===== src/rtl/stream_arb_rr.sv =====
// Round-robin valid/ready stream arbiter with zero-latency grant and packet locking.
// Define STREAM_ARB_PKT_LOCK_EN to hold the grant through `last`; otherwise arbitration is per beat.

module stream_arb_rr_lane #(
  parameter int SelBits = 2,
  parameter int Lane    = 0
) (
  input  logic               en,
  input  logic [SelBits-1:0] sel,
  input  logic               out_ready,
  output logic               ready
);
  assign ready = en & (sel == SelBits'(Lane)) & out_ready;
endmodule

module stream_arb_rr #(
  parameter int NumInputs = 4,
  parameter int DataBits  = 8,
  parameter int SelBits   = 2
) (
  input  logic                          clk,
  input  logic                          rst_n,
  input  logic [NumInputs-1:0]          in_valid,
  output logic [NumInputs-1:0]          in_ready,
  input  logic [NumInputs*DataBits-1:0] in_data,
  input  logic [NumInputs-1:0]          in_last,
  output logic                          out_valid,
  input  logic                          out_ready,
  output logic [DataBits-1:0]           out_data,
  output logic                          out_last,
  output logic [SelBits-1:0]            out_sel
);

  typedef enum logic {IDLE, LOCKED} state_t;

  state_t             state, state_nxt;
  logic [SelBits-1:0] grant_r, grant_nxt;
  logic [SelBits-1:0] ptr, ptr_nxt;
  logic [SelBits-1:0] scan_g, g;
  logic               fire, eff_last;

  // Index arithmetic wraps at NumInputs, never at 2^SelBits.
  function automatic logic [SelBits-1:0] wrap_add(input logic [SelBits-1:0] a, input int k);
    int s;
    s = int'(a) + k;
    if (s >= NumInputs) s = s - NumInputs;
    return SelBits'(s);
  endfunction

  // Descending scan so the smallest rotated distance from ptr wins.
  always_comb begin
    scan_g = ptr;
    for (int k = NumInputs - 1; k >= 0; k--) begin
      if (in_valid[wrap_add(ptr, k)]) scan_g = wrap_add(ptr, k);
    end
  end

  always_comb begin
    g = '0;
    if (rst_n) g = (state == LOCKED) ? grant_r : scan_g;
  end

  // Output decode from the candidate.
  always_comb begin
    out_valid = rst_n & in_valid[g];
    out_data  = in_data[int'(g)*DataBits +: DataBits];
    out_last  = in_last[g];
    out_sel   = g;
  end

  for (genvar i = 0; i < NumInputs; i++) begin : g_lane
    stream_arb_rr_lane #(.SelBits(SelBits), .Lane(i)) u_lane (
      .en        (rst_n),
      .sel       (g),
      .out_ready (out_ready),
      .ready     (in_ready[i])
    );
  end

  assign fire = out_valid & out_ready;
`ifdef STREAM_ARB_PKT_LOCK_EN
  assign eff_last = out_last;
`else
  assign eff_last = 1'b1;
`endif

  always_comb begin
    state_nxt = state;
    grant_nxt = grant_r;
    ptr_nxt   = ptr;
    if (fire && eff_last) begin
      state_nxt = IDLE;
      ptr_nxt   = wrap_add(g, 1);
    end else if (out_valid && state == IDLE) begin
      // Stall or non-final beat: pin the grant so data stays stable.
      state_nxt = LOCKED;
      grant_nxt = g;
    end
  end

  always_ff @(posedge clk or negedge rst_n) begin
    if (!rst_n) begin
      state   <= IDLE;
      grant_r <= '0;
      ptr     <= '0;
    end else begin
      state   <= state_nxt;
      grant_r <= grant_nxt;
      ptr     <= ptr_nxt;
    end
  end

endmodule

===== config.mk =====
export PLATFORM = sky130hd
export DESIGN_NAME = stream_arb_rr
export DESIGN_NICKNAME = d
export VERILOG_FILES = /design/src/rtl/stream_arb_rr.sv
export SDC_FILE = /design/constraint.sdc
export NUM_CORES = 1
export LEC_CHECK = 0
export CORE_UTILIZATION = 38
export CTS_CLUSTER_SIZE = 28
export DETAILED_ROUTE_END_ITERATION = 10
export GPL_TIMING_DRIVEN = 0
export PLACE_DENSITY_LB_ADDON = 0.08
export SYNTH_ARGS = -nofsm -noshare
export SYNTH_HDL_FRONTEND = slang
export SYNTH_SLANG_ARGS = --single-unit

===== constraint.sdc =====
create_clock -name clk -period 4.4 [get_ports clk]
set_input_delay 0.88 -clock clk [delete_from_list [all_inputs] [get_ports clk]]
set_output_delay 0.88 -clock clk [all_outputs]
set_load 0.005 [all_outputs]

# --- Word-level counts from Yosys, hierarchy flattened ---
# Index checks and enable logic that the tools add are counted.
word_totals:
  regBits: 5
  inputBits: 43
  wordCells: 67
classes:
  add_sub_neg: 9
  magnitude_cmp: 10
  eq_ne: 3
  shifts: 1
  mux: 25
  n_bitwise: 12
  reduce_logical: 4
ops:
  columns: ["op", "n"]
  rows:
  - ["32-bit by 6-bit indexed part select with 8-bit output", 1]
  - ["2-bit 2-to-1 mux", 11]
  - ["2-bit by 3-bit < comparator with 1-bit output, second input constant", 5]
  - ["1-bit binary-select mux with 2-bit select", 6]
  - ["3-bit greater-or-equal comparator, second input constant", 4]
  - ["1-bit bitwise AND", 10]
  - ["2-bit by 1-bit subtractor with 2-bit output, second input constant", 5]
  - ["1-bit 2-to-1 mux", 8]
  - ["2-bit by 1-bit adder with 3-bit output, second input constant", 2]
  - ["2-bit by 2-bit adder with 3-bit output, second input constant", 2]
  - ["2-bit == test, second input constant", 2]
  - ["2-bit by 3-bit greater-or-equal comparator with 1-bit output, second input constant", 1]
  - ["2-bit by 1-bit == test with 1-bit output, second input constant", 1]
  - ["2-bit zero test", 1]
  - ["1-bit inverter", 2]
  - ["2-bit AND reduction", 1]
  - ["2-bit nonzero test", 1]
  - ["1-bit logical AND", 1]

# --- Depth between registers and ports, before layout ---
# Gate-level depths: netlist of the first run.
depth:
  depth_word: 17
  depth_mapped: 9
  mapped_depth_nobuf: 6

# --- Modules after synthesis ---
# Synthesis of the first run repeated with hierarchy kept, for this count alone.
unflattened:
  cells_unflattened: 109
  area_unflattened_um2: 884.6
modules_own_cells:
  columns: ["module", "n_inst", "cells_each", "area_per_inst_um2"]
  rows:
  - ["stream_arb_rr", 1, 105, 843.3]
  - ["stream_arb_rr_lane (g_lane[1].u_lane ...)", 2, 1, 10.0]
  - ["stream_arb_rr_lane (g_lane[0].u_lane)", 1, 1, 12.5]
  - ["stream_arb_rr_lane (g_lane[3].u_lane)", 1, 1, 8.8]

# --- Least setup slack after synthesis of the first run ---
# No wires, ideal clock.
synth_timing:
  kind: "input-to-output"
  start: "in in_valid[2]"
  end: "out in_ready[3]"
  arrival_ps: 2461
  path_slack_ps: 1059
  path_stages: 7
  path_buffers: 2
  path_cell_list: "nor3b_2 > a2111oi_2 > o41ai_4 > clkbuf_1 > ha_1 > and3_1 > buf_4"
synth_between:
  elab_chain_len: 11
  word_cells_on_any_way: 17
  classes_between: "eq/ne (1); mux (14); bitwise (2)"
synth_lines:
  columns: ["item", "line", "source"]
  rows:
  - ["start: declaration", "23", "input logic [NumInputs-1:0] in_valid,"]
  - ["1-bit binary-select mux with 2-bit select", "54", "if (in_valid[wrap_add(ptr, k)]) scan_g = wrap_add(ptr, k);"]
  - ["1-bit 2-to-1 mux (not written as such)", "54", null]
  - ["2-bit 2-to-1 mux (3 in series)", "54", null]
  - ["2-bit 2-to-1 mux *", "54", null]
  - ["2-bit 2-to-1 mux * (2 in series)", "60", "if (rst_n) g = (state == LOCKED) ? grant_r : scan_g;"]
  - ["via out_sel[0]", "31", "output logic [SelBits-1:0] out_sel"]
  - ["2-bit == test *", "13", "assign ready = en & (sel == SelBits'(Lane)) & out_ready;"]
  - ["1-bit bitwise AND * (2 in series)", "13", null]
  - ["end: declaration", "24", "output logic [NumInputs-1:0] in_ready,"]
# Mark *: on every way through the listed nets, which the timed path passes. The rest lies on a longest branch. The select of a mux whose other input is x is not followed.

# --- Worst setup path in the final report of the first run ---
layout_timing:
  start: "in in_valid[2]"
  end: "out in_ready[3]"
layout_between:
  elab_chain_len: 11
  word_cells_on_any_way: 17
  classes_between: "eq/ne (1); mux (14); bitwise (2)"
layout_lines:
  columns: ["item", "line"]
  rows:
  - ["1-bit binary-select mux with 2-bit select", "54"]
  - ["1-bit 2-to-1 mux (not written as such)", "54"]
  - ["2-bit 2-to-1 mux (3 in series)", "54"]
  - ["2-bit 2-to-1 mux *", "54"]
  - ["2-bit 2-to-1 mux * (2 in series)", "60"]
  - ["2-bit == test *", "13"]
  - ["1-bit bitwise AND * (2 in series)", "13"]
# Every way passes the cells marked *; elsewhere a longest branch is shown, timed or not. The select of a mux whose other input is x is not followed.

==> impl_metrics.tcl, run 1 <==
set metrics [dict create \
    gp_congestion 0.8815 \
    ios 59 \
    num_vias 1068 \
    final_cell_mix "clkdlybuf4s50_1 (57), nand2_1 (19), a31oi_1 (10)" \
    worst_pin_slew_ns 0.4077 \
    busiest_layer "met2" \
    yosysWarnings 0 \
    use_met3 0.03115 \
    io_buffer_count 58 \
    synthCells 109 \
    use_met2 0.4201 \
    relSlewSlack 0.7277 \
    clkSinkCount 5 \
    firstDrtPassIters 4 \
    status "finished clean" \
    die_h_um 49.25 \
    p_sw_frac 0.4066 \
    r2r_slack_ns 2.08 \
    synth_area_leader_cell "dfrtp_1" \
    root_buffer "clkbuf_4" \
    slew_viol_final 0 \
    min_from "grant_r[0]" \
    power_switching_mw 0.2520 \
    viasPerCell 5.340 \
    synth_seq_cells 5 \
    seqCellArea_sq_um 125.1 \
    coreArea_sq_um 2022 \
    synth_area_leaders "dfrtp_1 (15%), nand2_1 (8.4%), a211oi_1 (8.0%), a31oi_1 (7.4%), and2_1 (6.6%)" \
    area_growth_pct 79.35 \
    r2r-start "ptr[1]" \
    crit_chain "clkdlybuf4s50_1 -> nor2b_1 -> a21bo_2 -> o221ai_4 -> inv_2 -> clkbuf_4 -> ha_1 -> and3_1 -> buf_4 -> clkdlybuf4s50_1" \
    vdd_drop_max_mv 0.3178 \
    p_int_mw 0.3678 \
    layout.nets 221 \
    final_antenna_net_count 0 \
    grt.overflow.total 0 \
    startpoint_type "input pin" \
    syn_area_sq_um 848.3 \
    drive_above_1_share 0.1503 \
    grt_pass1_wl_mm 4.657 \
    period_share 0.9711 \
    drc_errors 0 \
    skew_ns 0.001124 \
    grt_setup_unrepaired "true" \
    cp_common_cell "clkdlybuf4s50_1" \
    multi_input_area_sq_um 638.1 \
    power_mw 0.6198 \
    grt_max_degree 13 \
    cp_max_fo 12 \
    clockBufferDepth 2 \
    hold_viol 0 \
    setup_viol 0 \
    cp_data_required_time_ns 3.52 \
    yosys.area.top_type_share 0.1475 \
    p_comb_frac 0.787 \
    synth_edf_count 0 \
    min_path_cells 1 \
    r2r_cells 8 \
    slowest_delay_ns 0.51 \
    met1_usage 0.3028 \
    power-per-cell-area_nw_per_um2 407.3 \
    cp-end-kind "primary output" \
    routed_wl_mm 2.690 \
    p_leak_nw 0.6445 \
    dp_hpwl_mm 2.074 \
    grt_pass1_vias 1024 \
    syn_avg_cell_area_sq_um 7.783 \
    maxCapViolations 0 \
    tritoncts "built" \
    start_util 0.4196 \
    n_fill_cell 159 \
    path_buf_inv 5 \
    worstHoldPathType "reg2reg" \
    crit_slowest_cell "clkdlybuf4s50_1" \
    cts_inserted_buffers 3 \
    placed_cell_area_sq_um 1463 \
    synthArstFlopShare 1.000 \
    wl_per_cell_um 13.45 \
    arrival_ns 3.39 \
    reg2reg_to "ptr[1]" \
    fmax_mhz 234.0 \
    synth_flop_cell "dfrtp_1" \
    clkLatencyLatePin_ns 0.23 \
    grt_usage 0.2403 \
    rows 16 \
    criticalPathCategory "in2out" \
    syn_nets 156 \
    design_area_sq_um 1521 \
    yosysSeqAreaShare 0.1475 \
    path_clk_slew_ns 0.04 \
    holdPathEnd "grant_r[0]" \
    period_needed_ns 4.273 \
    dieArea_sq_um 2426 \
    drt_iter0_drc 18 \
    p_seq_frac 0.129 \
    pwr-share-clk 0.084 \
    cp_top_family "buffers and inverters" \
    final_common_cell "clkdlybuf4s50_1" \
    hold_buffers 0 \
    htreeDepth 1 \
    antenna_found_initial 0 \
    die_w_um 49.25 \
    ys_types 37 \
    antenna_cells 0 \
]
cell families after synthesis:
kind of cell	after synthesis	share of synthesized area
compound gates	35	0.3717
simple gates	45	0.2670
flops	5	0.1475
buf+inv	16	0.1003
fa+ha+maj	4	0.05900
mux	4	0.05457
sequential cells by signal, indices dropped and copies added (netlist names):
name     flops
state        1
ptr          2
grant_r      2
power groups by stage:
stage          Clock [mW]  Sequential (mW)  Combinational, mW
5_1_grt            0.0584           0.0825              0.535
3_5_place_dp            0           0.0805              0.465
3_3_place_gp            0           0.0799              0.459
2_1_floorplan           0           0.0770              0.262
4_1_cts            0.0543           0.0798              0.482
6_report           0.0518           0.0802              0.488
cell usage after synthesis, types with 2 or more instances:
cell	instances
and2_1	9
clkbuf_1	3
dfrtp_1	5
a211oi_1	9
inv_1	4
nand2_1	19
ha_1	4
nand3_1	4
mux2i_1	2
nor2_1	3
buf_2	2
nor2b_1	2
and3_1	5
o21ai_0	2
buf_4	4
o211ai_1	2
a31oi_1	10
what timing repair did:
action,4_1_cts,5_1_grt
buffers inserted,2,0
setup endpoints to repair,13,13
gates resized for setup,4,8
pin swaps,1,1
layer usage:
layer / wire length (um) / up-vias / share of wire
met4: 16 / 0 / 0.0059
met1: 1119 / 498 / 0.42
met5: 0 / - / 0
li1: - / 529 / -
met3: 152 / 2 / 0.057
met2: 1400 / 39 / 0.52
how the worst max path moves through the flow:
stage                     cells after the start  slack, ns     endpoint         from
after CTS                                    10       0.01  in_ready[1]  in_valid[2]
after floorplan                               7       1.06  in_ready[3]  in_valid[2]
after global placement                        9      -0.22  in_ready[3]        rst_n
after detailed placement                      9      -0.25  in_ready[1]  in_valid[3]
after global routing                         10      -0.03  in_ready[3]  in_valid[3]
final                                        10       0.13  in_ready[3]  in_valid[2]
final cells by class:
cell class	count	share of cell area
multi-input combinational	88	0.4194
sequential	5	0.08224
timing repair buffer	60	0.3931
inverter	5	0.01234
clock buffer	4	0.01727
tap	27	0.02220
buffer	11	0.05345
metrics by stage:
step | setup TNS, ns | std cells | setup WS, ns | util | hold WS (ns)
after floorplan | 0 | 109 | 1.059 | - | 0.4664
after global placement | -0.8321 | 194 | -0.2154 | 0.7234 | 0.4965
after detailed placement | -1.018 | 194 | -0.2520 | 0.7234 | 0.5009
after CTS | 0 | 200 | 0.01193 | 0.7469 | 0.5107
after global routing | -0.04521 | 200 | -0.02527 | 0.7525 | 0.5326
final | 0 | 200 | 0.1271 | 0.7525 | 0.5108
worst register-to-register path, delay by kind of cell, from the launching register on:
kind / cells / cell delay (ns)
adders and majority gates: 1 / 0.27
AOI/OAI and AO/OA: 2 / 0.53
muxes: 1 / 0.29
buffers and inverters: 3 / 0.60
and+or+nand+nor: 1 / 0.15
DFF: 1 / 0.37
Power figures use the tool's default switching activity.
==> run 2, diff against run 1 <==
--- a/config.mk
+++ b/config.mk
@@ -5,7 +5,8 @@
 export SDC_FILE = /design/constraint.sdc
 export NUM_CORES = 1
 export LEC_CHECK = 0
-export CORE_UTILIZATION = 38
+export ABC_AREA = 1
+export CORE_UTILIZATION = 39
 export CTS_CLUSTER_SIZE = 28
 export DETAILED_ROUTE_END_ITERATION = 10
 export GPL_TIMING_DRIVEN = 0
==> constraint.sdc (replaced) <==
create_clock -name clk -period 5.5 [get_ports clk]
set_input_delay 1.1 -clock clk [delete_from_list [all_inputs] [get_ports clk]]
set_output_delay 1.1 -clock clk [all_outputs]
set_load 0.005 [all_outputs]
==> impl_metrics.tcl, run 2 <==
set metrics [dict create \
    status "finished clean" \
    layout.cells.non_filler 246 \
    synth_common_cells "nand2_1 (37), o21ai_0 (20), inv_1 (16), nor2_1 (14), nand3_1 (10)" \
    drive_above_1_share 0.1697 \
    ys_types 23 \
    routed_wl_mm 2.923 \
    period_share 0.8536 \
    synthCells 156 \
    reg2reg_to "ptr[1]" \
    cp-end-kind "primary output" \
    grt_pass1_vias 1222 \
    die_w_um 50.76 \
    yosys.area.top_type_share 0.1498 \
    postCtsSetupBuffers 0 \
    r2r_slack_ns 3.42 \
    cp_max_fo 12 \
    grt_setup_unrepaired "false" \
    hold_viol 0 \
    synthArstFlopShare 1.000 \
    p_leak_nw 0.7328 \
    power-per-cell-area_nw_per_um2 416.7 \
    worst_pin_slew_ns 0.4571 \
    coreArea_sq_um 2233 \
    min_path_cells 2 \
    antenna_cells 0 \
    syn_nets 203 \
    viasPerCell 5.008 \
    grt_usage 0.2453 \
    skew_ns 0.001798 \
    dieArea_sq_um 2576 \
    drc_errors 0 \
    antenna_found_initial 0 \
    hold_buffers 0 \
    io_buffer_count 58 \
    r2r_cells 15 \
    start_util 0.4151 \
    root_buffer "clkbuf_4" \
    cts_inserted_buffers 3 \
    multi_input_area_sq_um 641.9 \
    path_clk_slew_ns 0.04 \
    grt_pass1_wl_mm 4.940 \
    yosysSeqAreaShare 0.1350 \
    die_h_um 50.76 \
    clockBufferDepth 2 \
    firstDrtPassIters 4 \
    placed_cell_area_sq_um 1543 \
    final_common_cell "clkdlybuf4s50_1" \
    area_growth_pct 69.23 \
    dp.cells 242 \
    synth_seq_cells 5 \
    syn_area_sq_um 927.1 \
    synth_edf_count 0 \
    criticalPathCategory "in2out" \
    cp_data_required_time_ns 4.40 \
    synth_area_leaders "nand2_1 (15%), dfrtp_1 (13%), o21ai_0 (11%), inv_1 (6.5%), nor2_2 (6.1%)" \
    final_cell_mix "clkdlybuf4s50_1 (58), nand2_1 (37), o21ai_0 (20)" \
    synth.most_common_cell "nand2_1" \
    design_area_sq_um 1569 \
    reg_top3 "grant_r (2), ptr (2), state (1)" \
    final_util 0.7025 \
    slew_viol_final 0 \
    r2r-start "ptr[0]" \
    clkSinkCount 5 \
    yosysWarnings 0 \
    seqCellArea_sq_um 125.1 \
    period_needed_ns 4.695 \
    maxCapViolations 0 \
    fmax_mhz 213.0 \
    n_fill_cell 205 \
    holdPathEnd "grant_r[1]" \
    ctsResizeCount 0 \
    clkLatencyLatePin_ns 0.25 \
    vdd_drop_max_mv 0.3665 \
    final.setup.tns_ns 0 \
    htreeDepth 1 \
    min_from "grant_r[1]" \
    gp_congestion 0.8730 \
    num_vias 1232 \
    dp_hpwl_mm 2.300 \
    setup_viol 0 \
    arrival_ns 3.59 \
    grt.overflow.total 0 \
    syn_avg_cell_area_sq_um 5.943 \
    synth_flop_cell "dfrtp_1" \
    ios 59 \
    grt_max_degree 13 \
    final_antenna_net_count 0 \
    synth_area_leader_cell "nand2_1" \
    rows 17 \
    relSlewSlack 0.6943 \
    tritoncts "built" \
    wl_per_cell_um 11.88 \
    drt_iter0_drc 25 \
    startpoint_type "input pin" \
    worstHoldPathType "reg2reg" \
    timing.hold.ws_ns 0.4797 \
    layout.nets 266 \
]
run 2: per-stage QoR:
step                      power, mW  setup WS [ns]
final                        0.6538         0.8053
after detailed placement     0.6078         0.8413
after floorplan              0.4027          1.956
after CTS                    0.6558         0.8163
after global routing         0.7217         0.5447
after global placement       0.5926         0.8846
run 2: cell families (layout without fill, tap and decap cells):
logic type | after synthesis | in the layout | synth area share
AND/OR/NAND/NOR | 83 | 83 | 0.4359
buffers and inverters | 30 | 92 | 0.1727
flip-flops | 5 | 5 | 0.1350
AO/OA/AOI/OAI | 34 | 34 | 0.2024
adder cells (fa/ha/maj) | 4 | 4 | 0.05398
run 2: final cells by class:
| cell class | instances | share of cell area |
|---|---|---|
| multi-input cells | 121 | 0.4091 |
| repair buffers | 58 | 0.3700 |
| inverters | 19 | 0.04545 |
| plain buffers | 11 | 0.05662 |
| flip-flops and latches | 5 | 0.07975 |
| clock buffers | 4 | 0.01675 |
| well taps | 28 | 0.02233 |
run 2: worst max-delay path by stage:
stage | startpoint | to | slack (ns)
after floorplan | in_valid[3] | in_ready[2] | 1.96
after global placement | in_valid[3] | in_ready[0] | 0.88
after detailed placement | in_valid[3] | in_ready[0] | 0.84
after CTS | in_valid[0] | in_ready[3] | 0.82
after global routing | in_valid[3] | in_ready[3] | 0.54
final | in_valid[0] | in_ready[3] | 0.81
run 2: where the power goes:
part           switching, mW  internal (mW)
logic                  0.286          0.257
registers             0.0156         0.0527
clock network         0.0155         0.0275
total                  0.317          0.337
run 2: critical path: stages:
cell	delay (ns)
clkdlybuf4s50_1	0.49
inv_1	0.06
nand2_1	0.08
nand3_1	0.09
nand2_1	0.09
inv_1	0.04
nand2_1	0.05
nand2_1	0.06
nand2_1	0.06
nand2_1	0.05
nand3_2	0.10
nand2_4	0.07
inv_2	0.06
buf_2	0.24
ha_1	0.19
inv_1	0.04
nor2_1	0.12
buf_4	0.12
clkdlybuf4s50_1	0.48
run 2: routing by layer:
metal / track usage / wire, um / vias to the layer above / part of all wire
met5: 0 / 0 / - / 0
met4: 0.06481 / 37 / 0 / 0.013
met3: 0.03636 / 158 / 4 / 0.054
met2: 0.4667 / 1479 / 51 / 0.51
met1: 0.2790 / 1247 / 550 / 0.43
li1: - / - / 627 / -
==> run 3, diff against run 2 <==
--- a/config.mk
+++ b/config.mk
@@ -13,4 +13,5 @@
 export PLACE_DENSITY_LB_ADDON = 0.08
 export SYNTH_ARGS = -nofsm -noshare
 export SYNTH_HDL_FRONTEND = slang
+export SYNTH_HIERARCHICAL = 1
 export SYNTH_SLANG_ARGS = --single-unit
==> impl_metrics.tcl, run 3 <==
set metrics [dict create \
    postCtsSetupBuffers 0 \
    grt_pass1_wl_mm 5.078 \
    ys_types 23 \
    syn_area_sq_um 899.6 \
    syn_avg_cell_area_sq_um 5.767 \
    io_buffer_count 58 \
    cp_top_family "buffers and inverters" \
    synth_flop_cell "dfrtp_1" \
    cp_max_fo 14 \
    routed_wl_mm 3.035 \
    final.setup.tns_ns 0 \
    vdd_drop_max_mv 0.3574 \
    synth.most_common_cell "nand2_1" \
    dp.cells 242 \
    grt_pass1_vias 1209 \
    wl_per_cell_um 12.34 \
    clockBufferDepth 2 \
    period_share 0.8535 \
    status "finished clean" \
    clkLatencyLatePin_ns 0.23 \
    firstDrtPassIters 4 \
    drt_iter0_drc 33 \
    placed_cell_area_sq_um 1515 \
    min_from "grant_r[1]" \
    dp_hpwl_mm 2.360 \
    htreeDepth 1 \
    hold_viol 0 \
    power-per-cell-area_nw_per_um2 441.2 \
    viasPerCell 5.118 \
    crit_slowest_cell "clkdlybuf4s50_1" \
    maxCapViolations 0 \
    slowest_delay_ns 0.70 \
    antenna_found_initial 0 \
    synth_common_cells "nand2_1 (40), nor2_1 (20), o21ai_1 (19), inv_1 (12), o22ai_1 (9)" \
    skew_ns 0.0006813 \
    tritoncts "built" \
    clkSinkCount 5 \
    ios 59 \
    seqCellArea_sq_um 125.1 \
    start_util 0.4106 \
    crit_path_start "rst_n" \
    r2r-start "ptr[1]" \
    coreArea_sq_um 2191 \
    grt_max_degree 15 \
    die_w_um 50.03 \
    die_h_um 50.03 \
    final_antenna_net_count 0 \
    ctsResizeCount 0 \
    synth_area_leader_cell "nand2_1" \
    startpoint_type "input pin" \
    worst_pin_slew_ns 0.3843 \
    grt_setup_unrepaired "false" \
    synthCells 156 \
    gp_congestion 0.8479 \
    hold_buffers 0 \
    drive_above_1_share 0.1697 \
    cts_inserted_buffers 3 \
    final_common_cell "clkdlybuf4s50_1" \
    synthArstFlopShare 1.000 \
    syn_nets 199 \
    path_clk_slew_ns 0.04 \
    final_cell_mix "clkdlybuf4s50_1 (58), nand2_1 (40), nor2_1 (20)" \
    period_needed_ns 4.694 \
    layout.cells.non_filler 246 \
    synth_seq_cells 5 \
    layout.nets 262 \
    yosysSeqAreaShare 0.1391 \
    synth_area_leaders "nand2_1 (17%), dfrtp_1 (14%), o21ai_1 (11%), nand3_2 (8.9%), nor2_1 (8.3%)" \
    criticalPathCategory "in2out" \
    grt_usage 0.2535 \
    design_area_sq_um 1541 \
    num_vias 1259 \
    rows 17 \
    dieArea_sq_um 2503 \
    relSlewSlack 0.7430 \
    setup_viol 0 \
    cp_data_required_time_ns 4.40 \
    yosys.area.top_type_share 0.1669 \
    p_leak_nw 0.6911 \
    crit_chain "clkdlybuf4s50_1 -> buf_2 -> o21ai_0 -> a21oi_4 -> buf_2 -> o21ai_1 -> o22ai_1 -> clkdlybuf4s50_1" \
    grt.overflow.total 0 \
    yosysWarnings 6 \
    area_growth_pct 71.35 \
    drc_errors 0 \
    antenna_cells 0 \
    reg_top3 "grant_r (2), ptr (2), state (1)" \
    cp-end-kind "primary output" \
    power_mw 0.6802 \
    slew_viol_final 0 \
    multi_input_area_sq_um 656.9 \
    n_fill_cell 200 \
    path_buf_inv 4 \
    arrival_ns 3.59 \
    root_buffer "clkbuf_4" \
    synth_edf_count 0 \
    worstHoldPathType "reg2reg" \
    fmax_mhz 213.0 \
]
==> run 3: cell types whose count changed after synthesis, moves of 2 or more <==
cell,delta
buf_4,-4
inv_2,+2
nand2_1,+3
nand3_1,-4
inv_1,-4
nor2_1,+6
nand2_2,+4
nand4_1,+2
o21ai_1,+17
nand3_2,+4
o21ai_0,-18
ha_1,-4
nor2_2,-6
==> run 3: report_power, final <==
part           leakage (nW)  internal [mW]  switching (mW)
Clock                0.0150         0.0273          0.0128
Combinational         0.614          0.262           0.309
Sequential           0.0625         0.0527          0.0161
==> run 3: cell type report <==
cell class | instances | share of cell area
Buffer | 7 | 0.03247
Clock buffer | 4 | 0.01705
Inverter | 18 | 0.04383
Multi-Input combinational cell | 126 | 0.4261
Sequential cell | 5 | 0.08117
Tap cell | 28 | 0.02273
Timing Repair Buffer | 58 | 0.3766
==> run 3: metal layers <==
metal	routed length, um	GRT usage	share of wire	up-vias
met5	0	0	0	-
met4	23	0.04762	0.0076	0
met3	174	0.04321	0.057	4
met2	1456	0.4711	0.48	50
met1	1381	0.2981	0.46	571
li1	-	-	-	634
==> run 3: worst reg2reg max path: stages (launching register included) <==
cell,delay [ns]
dfrtp_1,0.46
inv_2,0.12
nand2_1,0.07
nand2_1,0.09
nand2_1,0.07
nand2_2,0.07
inv_2,0.04
nand3_2,0.06
nand3_2,0.09
a21oi_4,0.21
inv_2,0.14
nand3_2,0.12
nand2_4,0.08
nand2_2,0.08
nand2_1,0.05
nand2_1,0.05
inv_1,0.04
==> run 3: path summary, 6_finish.rpt <==
kind                            cells after the start  slack [ns]           to
worst max-delay path                                8        0.81  out_data[3]
worst min-delay path                                2        0.48   grant_r[1]
worst max register to register                     16        3.56        state
worst min register to register                      2        0.48   grant_r[1]
max in group asynchronous                           1        4.07   grant_r[0]
min in group asynchronous                           1        1.16        state
==> run 3: cells by family (layout without fill, tap and decap cells) <==
group	Yosys count	after routing	synth area share
xor gates and xnor gates	1	1	0.009738
and+or+nand+nor	92	92	0.5090
AOI/OAI and AO/OA	33	33	0.2114
DFF	5	5	0.1391
buffers and inverters	25	87	0.1307
==> run 3: stage by stage <==
stage | setup slack (ns) | util | hold slack [ns]
2_1_floorplan | 2.132 | - | 0.4367
4_1_cts | 0.7945 | 0.7036 | 0.4809
6_report | 0.8060 | 0.7036 | 0.4787
5_1_grt | 0.6333 | 0.7036 | 0.5434
3_5_place_dp | 0.8007 | 0.6916 | 0.4713
3_3_place_gp | 0.8724 | 0.6916 | 0.4591
